$ cat src/rtl/adder_pkg.sv
// Shared types and constants for the serial adder/subtractor block.
package adder_pkg;

   typedef enum logic [1:0] {
      IDLE = 2'd0,
      RUN  = 2'd1,
      DONE = 2'd2
   } state_e;

   localparam logic OP_ADD = 1'b0;
   localparam logic OP_SUB = 1'b1;

endpackage

$ cat src/rtl/serial_add_ctrl_if.sv
// Operand/result handshake bundle for serial_add_ctrl.
interface serial_add_ctrl_if #(
   parameter int unsigned WIDTH = 8
);

   logic             in_valid;
   logic             in_ready;
   logic [WIDTH-1:0] in_a;
   logic [WIDTH-1:0] in_b;
   logic             in_sub;
   logic             out_valid;
   logic             out_ready;
   logic [WIDTH-1:0] out_sum;
   logic             out_cout;
   logic             out_ovf;

   modport master (
      output in_valid, in_a, in_b, in_sub, out_ready,
      input  in_ready, out_valid, out_sum, out_cout, out_ovf
   );

   modport slave (
      input  in_valid, in_a, in_b, in_sub, out_ready,
      output in_ready, out_valid, out_sum, out_cout, out_ovf
   );

endinterface

$ cat src/rtl/full_adder.sv
// 1-bit full-adder cell from the adder library.
module full_adder (
   input  logic x,
   input  logic y,
   input  logic c_in,
   output logic s,
   output logic c_out
);

   assign s     = x ^ y ^ c_in;
   assign c_out = (x & y) | (c_in & (x ^ y));

endmodule

$ cat src/rtl/serial_add_dp.sv
// Bit-serial datapath: operand shift registers, carry flop, result register and the adder cell.
module serial_add_dp
   import adder_pkg::*;
#(
   parameter int unsigned WIDTH = 8
) (
   input  logic             clk,
   input  logic             rst_n,
   input  logic             clr,
   input  logic             load,
   input  logic             step,
   input  logic             last,
   input  logic [WIDTH-1:0] a,
   input  logic [WIDTH-1:0] b,
   input  logic             sub,
   output logic [WIDTH-1:0] sum,
   output logic             cout,
   output logic             ovf
);

   logic [WIDTH-1:0] shift_a_q;
   logic [WIDTH-1:0] shift_b_q;
   logic [WIDTH-1:0] result_q;
   logic             carry_q;
   logic             ovf_q;
   logic             cell_s;
   logic             cell_c;

   full_adder u_cell (
      .x     (shift_a_q[0]),
      .y     (shift_b_q[0]),
      .c_in  (carry_q),
      .s     (cell_s),
      .c_out (cell_c)
   );

   // Subtract is A + ~B + 1: invert B on load and seed the carry with the op bit.
   always_ff @(posedge clk or negedge rst_n) begin
      if (!rst_n) begin
         shift_a_q <= '0;
         shift_b_q <= '0;
         result_q  <= '0;
         carry_q   <= 1'b0;
         ovf_q     <= 1'b0;
      end else if (clr) begin
         carry_q <= 1'b0;
      end else if (load) begin
         shift_a_q <= a;
         shift_b_q <= b ^ {WIDTH{sub}};
         result_q  <= '0;
         carry_q   <= (sub == OP_SUB);
         ovf_q     <= 1'b0;
      end else if (step) begin
         result_q  <= {cell_s, result_q[WIDTH-1:1]};
         shift_a_q <= shift_a_q >> 1;
         shift_b_q <= shift_b_q >> 1;
         carry_q   <= cell_c;
         // Signed overflow is carry-into-MSB xor carry-out-of-MSB.
         if (last) begin
            ovf_q <= carry_q ^ cell_c;
         end
      end
   end

   assign sum  = result_q;
   assign cout = carry_q;
   assign ovf  = ovf_q;

endmodule

$ cat src/rtl/serial_add_ctrl.sv
// Bit-serial add/subtract engine: handshake FSM and bit counter around serial_add_dp.
module serial_add_ctrl
   import adder_pkg::*;
#(
   parameter int unsigned WIDTH = 8
) (
   input  logic              clk,
   input  logic              rst_n,
   input  logic              clr,
   serial_add_ctrl_if.slave  bus
);

   localparam int unsigned CNT_W = (WIDTH > 1) ? $clog2(WIDTH) : 1;

   state_e           state_q;
   logic [CNT_W-1:0] cnt_q;
   logic             in_ready_q;
   logic             out_valid_q;
   logic             load;
   logic             step;
   logic             last;

   assign load = in_ready_q & bus.in_valid & ~clr;
   assign step = (state_q == RUN) & ~clr;
   assign last = (cnt_q == CNT_W'(WIDTH - 1));

   always_ff @(posedge clk or negedge rst_n) begin
      if (!rst_n) begin
         state_q     <= IDLE;
         cnt_q       <= '0;
         in_ready_q  <= 1'b1;
         out_valid_q <= 1'b0;
      end else if (clr) begin
         state_q     <= IDLE;
         cnt_q       <= '0;
         in_ready_q  <= 1'b1;
         out_valid_q <= 1'b0;
      end else begin
         unique case (state_q)
            IDLE: begin
               if (bus.in_valid) begin
                  state_q    <= RUN;
                  cnt_q      <= '0;
                  in_ready_q <= 1'b0;
               end
            end
            RUN: begin
               if (last) begin
                  state_q     <= DONE;
                  cnt_q       <= '0;
                  out_valid_q <= 1'b1;
               end else begin
                  cnt_q <= cnt_q + CNT_W'(1);
               end
            end
            DONE: begin
               // Re-arm only after the result is taken; no same-cycle bypass.
               if (bus.out_ready) begin
                  state_q     <= IDLE;
                  out_valid_q <= 1'b0;
                  in_ready_q  <= 1'b1;
               end
            end
            default: begin
               state_q     <= IDLE;
               cnt_q       <= '0;
               in_ready_q  <= 1'b1;
               out_valid_q <= 1'b0;
            end
         endcase
      end
   end

   assign bus.in_ready  = in_ready_q;
   assign bus.out_valid = out_valid_q;

   serial_add_dp #(
      .WIDTH (WIDTH)
   ) u_dp (
      .clk   (clk),
      .rst_n (rst_n),
      .clr   (clr),
      .load  (load),
      .step  (step),
      .last  (last),
      .a     (bus.in_a),
      .b     (bus.in_b),
      .sub   (bus.in_sub),
      .sum   (bus.out_sum),
      .cout  (bus.out_cout),
      .ovf   (bus.out_ovf)
   );

endmodule

$ cat src/flat_wrapper.sv
// flat-port wrapper written by rule: the top's interface ports become plain ports
module serial_add_ctrl_flat import adder_pkg::*;
#(
   parameter int unsigned WIDTH = 8
)
  (clk, rst_n, clr, bus_in_valid, bus_in_a, bus_in_b, bus_in_sub, bus_out_ready, bus_in_ready, bus_out_valid, bus_out_sum, bus_out_cout, bus_out_ovf);
  serial_add_ctrl_if #(.WIDTH(WIDTH)) bus_i ();
  input  logic clk;
  input  logic rst_n;
  input  logic clr;
  input wire logic [$bits(bus_i.in_valid)-1:0] bus_in_valid;
  input wire logic [$bits(bus_i.in_a)-1:0] bus_in_a;
  input wire logic [$bits(bus_i.in_b)-1:0] bus_in_b;
  input wire logic [$bits(bus_i.in_sub)-1:0] bus_in_sub;
  input wire logic [$bits(bus_i.out_ready)-1:0] bus_out_ready;
  output wire logic [$bits(bus_i.in_ready)-1:0] bus_in_ready;
  output wire logic [$bits(bus_i.out_valid)-1:0] bus_out_valid;
  output wire logic [$bits(bus_i.out_sum)-1:0] bus_out_sum;
  output wire logic [$bits(bus_i.out_cout)-1:0] bus_out_cout;
  output wire logic [$bits(bus_i.out_ovf)-1:0] bus_out_ovf;
  assign bus_i.in_valid = bus_in_valid;
  assign bus_i.in_a = bus_in_a;
  assign bus_i.in_b = bus_in_b;
  assign bus_i.in_sub = bus_in_sub;
  assign bus_i.out_ready = bus_out_ready;
  assign bus_in_ready = bus_i.in_ready;
  assign bus_out_valid = bus_i.out_valid;
  assign bus_out_sum = bus_i.out_sum;
  assign bus_out_cout = bus_i.out_cout;
  assign bus_out_ovf = bus_i.out_ovf;
  serial_add_ctrl #(.WIDTH(WIDTH)) u_core (.clk(clk), .rst_n(rst_n), .clr(clr), .bus(bus_i));
endmodule
$ cat config.mk
export PLATFORM = sky130hd
export DESIGN_NAME = serial_add_ctrl_flat
export DESIGN_NICKNAME = d
export VERILOG_FILES = /design/src/rtl/adder_pkg.sv /design/src/rtl/serial_add_ctrl_if.sv /design/src/rtl/full_adder.sv /design/src/rtl/serial_add_dp.sv /design/src/rtl/serial_add_ctrl.sv /design/src/flat_wrapper.sv
export SDC_FILE = /design/constraint.sdc
export NUM_CORES = 1
export LEC_CHECK = 0
export ABC_AREA = 0
export ABC_CLOCK_PERIOD_IN_PS = 1900
export BUFFER_PORTS_ARGS = -buffer_cell sky130_fd_sc_hd__buf_2
export CAP_MARGIN = 40
export CORE_MARGIN = 3
export CORE_UTILIZATION = 53
export DETAILED_ROUTE_END_ITERATION = 10
export GPL_TIMING_DRIVEN = 0
export HOLD_SLACK_MARGIN = 0.03
export PLACE_DENSITY = 0.84
export SLEW_MARGIN = 20
export SYNTH_ARGS = -nofsm -noshare
export SYNTH_HDL_FRONTEND = slang
export SYNTH_SLANG_ARGS = --single-unit
$ cat constraint.sdc
create_clock -name clk -period 1.9 [get_ports clk]
set_clock_uncertainty 0.2 [all_clocks]
set_input_delay 0.285 -clock clk [delete_from_list [all_inputs] [get_ports clk]]
set_output_delay 0.285 -clock clk [all_outputs]
set_load 0.05 [all_outputs]
Yosys cells after proc, flatten, opt, wreduce, memory -nomap -nowiden --
Index checks and enable logic that the tools add are counted.
Storage, ports and cells: register bits after elaboration 33, input port bits 22, output and inout bits 12, word-level logic and storage cells 69
Cells by class: $add $sub $neg 1, equality and inequality tests 9, multiplexer cells 29, bitwise gates (word level) 11, reductions and logical operators 10
Operator list (count):
- 8-bit two-way mux | 6
- 1-bit two-way mux | 12
- 3-bit AND reduction | 4
- 3-bit two-way mux | 3
- 3-bit case mux with 3 select lines | 1
- 2-bit two-way mux | 4
- 8-bit bitwise XOR | 1
- 2-bit inequality test (second input constant) | 3
- 3-bit inequality test (second input constant) | 2
- 1-bit case mux with 3 select lines | 2
- 2-bit case mux with 3 select lines | 1
- 1-bit AND | 5
- 2-bit AND reduction | 2
- 2-bit nonzero test | 2
- 3-bit by 1-bit adder with 3-bit output (second input constant) | 1
- 3-bit equality test (second input constant) | 1
- 3-bit by 2-bit inequality test with 1-bit output (second input constant) | 1
- 3-bit nonzero test | 1
- 1-bit bitwise XOR | 3
- 2-bit by 1-bit equality test with 1-bit output (second input constant) | 1
- 2-bit equality test (second input constant) | 1
- 2-bit zero test | 1
- 1-bit NOT | 1
- 1-bit bitwise OR | 1

Depth between registers and ports, before layout --
Gate-level depths: netlist (run 1).
depth in word-level cells 7, mapped depth 5, gate-level depth less buffers 5

By module --
Synthesis (run 1) repeated with hierarchy kept, for this count alone.
Second synthesis, totals: cell total of the unflattened synthesis 158, area, all modules 1656.6 um^2
By module, submodules not included:
- serial_add_dp | instances 1, cells an instance 121, area an instance 1292.5 um^2, sequential area each 650.6 um^2
- serial_add_ctrl | instances 1, cells an instance 36, area an instance 344.1 um^2, sequential area each 176.4 um^2
- full_adder | instances 1, cells an instance 1, area an instance 20.0 um^2, sequential area each 0.0 um^2

Worst setup path after synthesis (run 1) --
OpenSTA, ideal clock, no wires.
path type register to register, from register u_core.u_dp.carry_q, in the netlist u_core.u_dp.cout, to register u_core.u_dp.ovf_q, in the netlist u_core.u_dp.ovf, setup time 99 ps, data arrival time 1485 ps, required time 1601 ps, path slack 115 ps, cell stages (with the launch flop) 4, path buffers 0, period minus slack after synthesis 1785 ps, cells stage by stage dfrtp_1 > fa_1 > xnor2_1 > a311oi_1
On the way: word-level cells in the longest chain between the ends 6
RTL lines:
- start: declaration | line serial_add_dp.sv:24 | logic carry_q;
- start signal: assignment | line serial_add_dp.sv:51 | carry_q <= (sub == OP_SUB);
- start signal: assignment | line serial_add_dp.sv:57 | carry_q <= cell_c;
- 1-bit AND | line full_adder.sv:11 | assign c_out = (x & y) | (c_in & (x ^ y));
- 1-bit bitwise OR | line full_adder.sv:11
- 1-bit bitwise XOR (*) | line serial_add_dp.sv:60 | ovf_q <= carry_q ^ cell_c;
- 1-bit two-way mux (*) | line serial_add_dp.sv:59 | if (last) begin
- 1-bit two-way mux (*) | line serial_add_dp.sv:53 | end else if (step) begin
- 1-bit two-way mux (*) | line serial_add_dp.sv:47 | end else if (load) begin
- end signal: assignment | line serial_add_dp.sv:60
- end: declaration | line serial_add_dp.sv:25 | logic ovf_q;
Every way passes the cells marked *; elsewhere a longest branch is shown, timed or not. The select of a mux whose other input is x is not followed. A chain may end at the register's enable or synchronous reset.

Worst setup path in the final report (run 1) --
from register u_core.in_ready_q, in the netlist u_core.bus.in_ready, to register u_core.u_dp.shift_b_q[5]
On the way: word-level cells in the longest chain between the ends 4, elaborated cells on any way between the ends 5, those cells by class mux: 1; bitwise: 2; reduce/logical: 2
RTL lines:
- start: declaration | line serial_add_ctrl.sv:17 | logic in_ready_q;
- start signal: assignment | line serial_add_ctrl.sv:31 | in_ready_q <= 1'b1;
- start signal: assignment | line serial_add_ctrl.sv:36 | in_ready_q <= 1'b1;
- start signal: assignment | line serial_add_ctrl.sv:44 | in_ready_q <= 1'b0;
- 1-bit AND (*) (2 in series) | line serial_add_ctrl.sv:23 | assign load = in_ready_q & bus.in_valid & ~clr;
- 2-bit nonzero test (no source line)
- 2-bit AND reduction (no source line)
- end signal: assignment | line serial_add_dp.sv:49 | shift_b_q <= b ^ {WIDTH{sub}};
- end signal: assignment | line serial_add_dp.sv:56 | shift_b_q <= shift_b_q >> 1;
- end: declaration | line serial_add_dp.sv:22 | logic [WIDTH-1:0] shift_b_q;
Every way passes the cells marked *; elsewhere a longest branch is shown, timed or not.

==> results of run 1 <==
[critical path: stages (launching register included)]
cell and delay [ns]:
sky130_fd_sc_hd__dfstp_2 0.57, sky130_fd_sc_hd__and3b_1 0.17, sky130_fd_sc_hd__clkbuf_1 0.18, sky130_fd_sc_hd__clkbuf_1 0.38
sky130_fd_sc_hd__a22oi_1 0.14
[timing repair]
| action | 4_1_cts | 5_1_grt |
|---|---|---|
| hold buffers | 14 | 0 |
| hold endpoints to repair | 45 | 0 |
| buffers inserted | 0 | 0 |
[area by class of cell]
cell class                      instances  area (um2)
Buffer                                 11        72.6
Tap cell                               31        38.8
Sequential cell                        33         827
Inverter                                2        7.51
Multi-Input combinational cell        115         678
Clock buffer                            7        55.1
Fill cell                             214         826
Timing Repair Buffer                   46         300
[cell families (layout without fill, tap and decap cells)]
logic type	count (synthesis)	in the layout	synth area share, %
AO/OA/AOI/OAI	48	48	18.7
XOR/XNOR	9	9	4.97
adder cells (fa/ha/maj)	3	3	2.84
buffers and inverters	13	66	5.05
flip-flops	33	33	52.2
multiplexers	1	1	0.631
AND/OR/NAND/NOR	54	54	15.6
[per-stage QoR]
step                      worst slack, ns  std cells  utilization [%]
after global routing               0.0545        245             70.6
after floorplan                     0.115        161                -
after CTS                           0.143        245             70.6
after detailed placement            0.148        224             63.6
final                               0.129        245             70.6
after global placement              0.199        224             63.6
[cell usage in the layout (no fill, tap or decap), drive strengths merged]
cell type	n
xor2	1
a32o	1
buf	40
a22oi	7
a22o	2
o21ai	2
nor3b	2
fa	1
a311oi	1
a21oi	29
dfstp	1
nor2b	1
a32oi	3
and3b	1
a221o	1
a211oi	1
nand2	31
dlygate4sd3	14
nor2	13
inv	2
or3b	1
ha	2
nand2b	3
xnor2	8
nand3b	1
clkbuf	10
mux2i	1
o2bb2ai	1
and3	1
dfrtp	32
[power by group through the flow]
stage                     Clock (mW)  Combinational (mW)  Sequential [mW]
final                          0.393               0.349            0.853
after global routing           0.438               0.388            0.866
after CTS                      0.412               0.352            0.851
after detailed placement           0               0.330            0.865
after global placement             0               0.312            0.860
after floorplan                    0               0.192            0.898
[state kept, by name (all words and copies together) (netlist names)]
register               count
u_core.cnt_q               3
u_core.u_dp.sum            8
u_core.u_dp.cout           1
u_core.u_dp.shift_b_q      8
u_core.u_dp.shift_a_q      8
u_core.u_dp.ovf            1
u_core.bus.in_ready        1
u_core.bus.out_valid       1
u_core.state_q             2
[worst max-delay path by stage]
stage                        start                        to  slack (ns)  cells after the start
2_1_floorplan     u_core.u_dp.cout           u_core.u_dp.ovf        0.12                      3
3_3_place_gp                   clr  u_core.u_dp.shift_a_q[0]        0.20                      5
3_5_place_dp   u_core.bus.in_ready  u_core.u_dp.shift_b_q[5]        0.15                      4
4_1_cts        u_core.bus.in_ready  u_core.u_dp.shift_b_q[5]        0.14                      4
5_1_grt        u_core.bus.in_ready  u_core.u_dp.shift_b_q[5]        0.05                      4
6_report       u_core.bus.in_ready  u_core.u_dp.shift_b_q[5]        0.13                      4
[metal layers]
| layer | wire, um | vias up | share of wire [%] | GRT usage [%] |
|---|---|---|---|---|
| li1 | - | 664 | - | - |
| met1 | 1440 | 640 | 43 | 27.7 |
| met2 | 1690 | 41 | 50 | 35.3 |
| met3 | 170 | 5 | 5.0 | 5.74 |
| met4 | 82 | 0 | 2.4 | 11.1 |
| met5 | 0 | - | 0 | 0 |
==> impl_metrics.ini, run 1 <==
[synth]
netlist_top_cells_area = sky130_fd_sc_hd__dfrtp_1 51%, sky130_fd_sc_hd__a21oi_1 9.2%, sky130_fd_sc_hd__nand2_1 7.3%
ys_async_sr_fraction_pct = 100
syn_area_mm2 = 0.00159
post-synth-top-count-cell = sky130_fd_sc_hd__dfrtp_1
syn_nets = 186
synth_area_leader_cell = sky130_fd_sc_hd__dfrtp_1
synthesis.instances = 161
yosys.cell_types.count = 32
synthesis.area_per_instance_um2 = 9.85
yosys_most_used_dff = sky130_fd_sc_hd__dfrtp_1
yosys_warnings = 0
fraction_of_synthesized_cell_area_taken_by_the_top_area_cell_type_pct = 50.5
synth.yosys.seq_area_share_pct = 52.2
number_of_storage_elements_in_the_synthesis_netlist = 33
top_cells_by_count_synth = 32 x sky130_fd_sc_hd__dfrtp_1, 31 x sky130_fd_sc_hd__nand2_1, 29 x sky130_fd_sc_hd__a21oi_1, 13 x sky130_fd_sc_hd__nor2_1, 8 x sky130_fd_sc_hd__xnor2_1
synth_enable_flop_cells = 0

[layout]
flow.area_growth_from_synthesis_pct = 24.9
finalInstanceArea_mm2 = 0.00198
post_route_cells_drive_above_1_share_pct = 22.9
final_nets = 239
total_inserted_antenna_cells = 0

[power]
power.share.clock_pct = 24.6
sw_frac_of_total_pct = 29.6
p_int_mw = 1.12
netSwitchingPower_mw = 0.473
pwr-share-seq_pct = 53.5
power_leakage_nw = 0.952
power_density_mw_per_mm2 = 806
power_frac_comb_pct = 21.9
vdd_drop_max_v = 0.000517
total_power_mw = 1.60

[cts]
clkLatencyLatePin_ns = 0.34
cts_tree = built
cts.sink_count = 33
clock_tree.buffer_depth = 2
clock_edge_transition_at_the_registers_on_the_reported_setup_and_hold_paths_ns = 0.09
cts_resized = 0
htree_num_levels = 2
clk_root_buffer_cell = sky130_fd_sc_hd__clkbuf_4
cts_made_buffers = 5

[drt]
dr_total_vias = 1350
route.detailed.vias_per_inst = 5.51
drtIter0Drc = 51
routed_wire_length_per_instance_um = 13.8
detail_route.drc_violations = 0
post_route_antenna_net_violation_count = 0
drt-pass1-iter-count = 4
route.final.wire_length_um = 3390

[timing]
fin_hold_ws_ns = 0.0438
hold_violations = 0
finalCriticalPeriod_ns = 1.77
totalNegativeSetupSlack_ns = 0
worst_pin_slew_ns = 0.727
finalMaxSlewViolations = 0
count_of_endpoints_failing_setup_in_the_final_report = 0
fmaxAchievable_mhz = 565
grt_setup_unrepaired = no
slew_margin_rel_pct = 51.5
crit_share_post_route_pct = 93.2

[floorplanning]
num_rows = 19
die-height_um = 60.7
io-pin-count = 34
fp.dieW_um = 60.7
die_area_mm2 = 0.00368
core_mm2 = 0.00281
initial_utilization_pct = 56.5

[setup_path]
path_max_fanout = 10
regToRegSetupSlack_ns = 0.13
worst_ep_required_time_ns = 1.90
r2r_cells = 4
r2r_start = u_core.bus.in_ready
end_kind = flip-flop
reg2reg_to = u_core.u_dp.shift_b_q[5]
timing.critical_path.from_type = flip-flop
arrival_ns = 1.77
critPathKind = flip-flop to flip-flop

[worst_hold_path]
hold_start = bus_in_b[0]
whs_endpoint = u_core.u_dp.shift_b_q[0]
hp-class = input port to flip-flop
worst_hold_path.num_cells = 3

[grt]
gr-total-overflow = 0
grt_pass1_wl_um = 5840
pin_count_of_the_biggest_net_entering_global_routing = 34
initial_antenna_violation_count = 0
vias_in_the_first_global_route = 1309
track_usage_pct = 22.1

[placed_design]
gpl.final_weighted_congestion = 0.763
dpl_cell_area_mm2 = 0.00178
numPortBuffers = 32
dp_hpwl_um = 2370

[job]
drv.max_cap_violation_count = 0

[status]
run_status = completed
No activity file was read; power rests on OpenSTA's default activity.
==> inputs of run 2 (changes only) <==
--- a/config.mk
+++ b/config.mk
@@ -8,7 +8,6 @@
 export ABC_AREA = 0
 export ABC_CLOCK_PERIOD_IN_PS = 1900
 export BUFFER_PORTS_ARGS = -buffer_cell sky130_fd_sc_hd__buf_2
-export CAP_MARGIN = 40
 export CORE_MARGIN = 3
 export CORE_UTILIZATION = 53
 export DETAILED_ROUTE_END_ITERATION = 10
==> constraint.sdc (replaced) <==
create_clock -name clk -period 1.9 [get_ports clk]
set_clock_uncertainty 0.2 [all_clocks]
set_input_delay 0 -clock clk [delete_from_list [all_inputs] [get_ports clk]]
set_output_delay 0 -clock clk [all_outputs]
set_load 0.05 [all_outputs]
==> run 2 against run 1 <==
Via count grew 5.1%. Sequential share of layout area shrank 2.7 points. Fmax down 2.1%. Wire length increased by 13%. Global-route usage up 2.5 points. Worst setup slack lost 0.039 ns.
==> impl_metrics.ini, run 2 (synthesis gave the netlist of run 1 again) <==
[grt]
vias_in_the_first_global_route = 1435
pin_count_of_the_biggest_net_entering_global_routing = 34
gr-total-overflow = 0
global_route.peak_usage_layer = met2
grt.met1_usage_pct = 30.7
initial_antenna_violation_count = 0
grtUsageMet2_pct = 38.8
grt_pass1_wl_um = 6470
m3_gr_usage_pct = 7.23
track_usage_pct = 24.6

[timing]
fmaxAchievable_mhz = 553
fin_hold_ws_ns = 0.0363
slew_margin_rel_pct = 52.8
worst_pin_slew_ns = 0.708
hold_violations = 0
finalCriticalPeriod_ns = 1.81
count_of_endpoints_failing_setup_in_the_final_report = 0
finalMaxSlewViolations = 0
crit_share_post_route_pct = 95.2

[layout]
layout.cells.most_common = sky130_fd_sc_hd__buf_2
layout.cells.most_common_list = 36 x sky130_fd_sc_hd__buf_2, 32 x sky130_fd_sc_hd__dfrtp_1, 31 x sky130_fd_sc_hd__nand2_1, 29 x sky130_fd_sc_hd__a21oi_1, 26 x sky130_fd_sc_hd__dlygate4sd3_1
flow.area_growth_from_synthesis_pct = 33.4
sequential_cell_area_um2 = 827
total_inserted_antenna_cells = 0
post_route_cells_drive_above_1_share_pct = 22.4
finish.cell_count_without_fillers = 259
final.fill_count = 198
final_nets = 253
multi_input_logic_area_um2 = 678

[power]
netSwitchingPower_mw = 0.495
power_frac_comb_pct = 23.6
total_power_mw = 1.64
power_leakage_nw = 1.02
p_int_mw = 1.14
power.share.clock_pct = 24.2
power_density_mw_per_mm2 = 775
vdd_drop_max_v = 0.000493
sw_frac_of_total_pct = 30.2
pwr-share-seq_pct = 52.2

[floorplanning]
die_area_mm2 = 0.00368
core_mm2 = 0.00281
die-height_um = 60.7
io-pin-count = 34
num_rows = 19
initial_utilization_pct = 56.5
fp.dieW_um = 60.7

[drt]
post_route_antenna_net_violation_count = 0
dr_total_vias = 1419
route.final.wire_length_um = 3820
detail_route.drc_violations = 0
drt-pass1-iter-count = 4
route.detailed.vias_per_inst = 5.48
drtIter0Drc = 86
routed_wire_length_per_instance_um = 14.7

[cts]
clkLatencyLatePin_ns = 0.35
htree_num_levels = 2
cts.sink_count = 33
cts_made_buffers = 5
clock_edge_transition_at_the_registers_on_the_reported_setup_and_hold_paths_ns = 0.09
clock_tree.buffer_depth = 2
cts_tree = built
clk_root_buffer_cell = sky130_fd_sc_hd__clkbuf_4
cts_resized = 0

[setup_path]
arrival_ns = 1.85
critPathKind = flip-flop to flip-flop
r2r_cells = 4
worst_ep_required_time_ns = 1.94
timing.critical_path.from_type = flip-flop
path_max_fanout = 6
end_kind = flip-flop

[placed_design]
dp_hpwl_um = 2370
placedCellCount = 224
numPortBuffers = 32
gpl.final_weighted_congestion = 0.763

[worst_hold_path]
hp-class = input port to asynchronous set/reset pin

[job]
drv.max_cap_violation_count = 0

[status]
run_status = completed
[run 2: metrics by stage]
stage | area (um2) | setup TNS [ns] | worst slack [ns] | utilization, %
4_1_cts | 2130 | 0 | 0.0812 | 75.9
3_3_place_gp | 1780 | 0 | 0.205 | 63.6
5_1_grt | 2110 | -0.00121 | -0.00121 | 75.4
2_1_floorplan | 1590 | 0 | 0.115 | -
3_5_place_dp | 1780 | 0 | 0.148 | 63.6
6_report | 2110 | 0 | 0.0908 | 75.4
[run 2: area by class of cell]
class / instances / share of cell area [%]
repair buffers: 60 / 20.6
flip-flops and latches: 33 / 39.1
inverters: 2 / 0.355
multi-input cells: 115 / 32.1
clock buffers: 7 / 2.60
plain buffers: 11 / 3.43
well taps: 31 / 1.83
[run 2: what timing repair did]
| action | CTS | global route |
|---|---|---|
| buffers inserted | 0 | 2 |
| endpoints found under the hold margin | 59 | 0 |
| setup endpoints to repair | 0 | 6 |
| hold buffers | 29 | 0 |
[run 2: worst paths after layout]
kind | start | to | slack (ns)
worst max-delay path | u_core.bus.in_ready | u_core.u_dp.shift_a_q[4] | 0.09
worst min register to register | u_core.u_dp.sum[0] | u_core.u_dp.sum[0] | 0.33
min in group clk | bus_in_a[7] | u_core.u_dp.shift_a_q[7] | 0.24
worst min-delay path | rst_n | u_core.u_dp.sum[5] | 0.04
max in group asynchronous | rst_n | u_core.cnt_q[1] | 1.01
worst max register to register | u_core.bus.in_ready | u_core.u_dp.shift_a_q[4] | 0.09
[run 2: critical path, stage by stage, from the launching register on]
cell	delay, ns
sky130_fd_sc_hd__dfstp_2	0.57
sky130_fd_sc_hd__nand3b_1	0.20
sky130_fd_sc_hd__nor2_1	0.14
sky130_fd_sc_hd__dlygate4sd3_1	0.56
sky130_fd_sc_hd__a21oi_1	0.04
[run 2: metal layers]
metal | share of wire [%] | wire length [um]
met5 | 0 | 0
met4 | 2.3 | 88
met3 | 5.3 | 204
met2 | 51 | 1930
met1 | 42 | 1600
[run 2: power groups by stage]
| stage | Combinational, mW | Sequential (mW) | Clock, mW |
|---|---|---|---|
| floorplan | 0.192 | 0.898 | 0 |
| CTS | 0.376 | 0.851 | 0.412 |
| detailed placement | 0.330 | 0.865 | 0 |
| global placement | 0.312 | 0.860 | 0 |
| global route | 0.427 | 0.868 | 0.442 |
| finish | 0.387 | 0.856 | 0.396 |
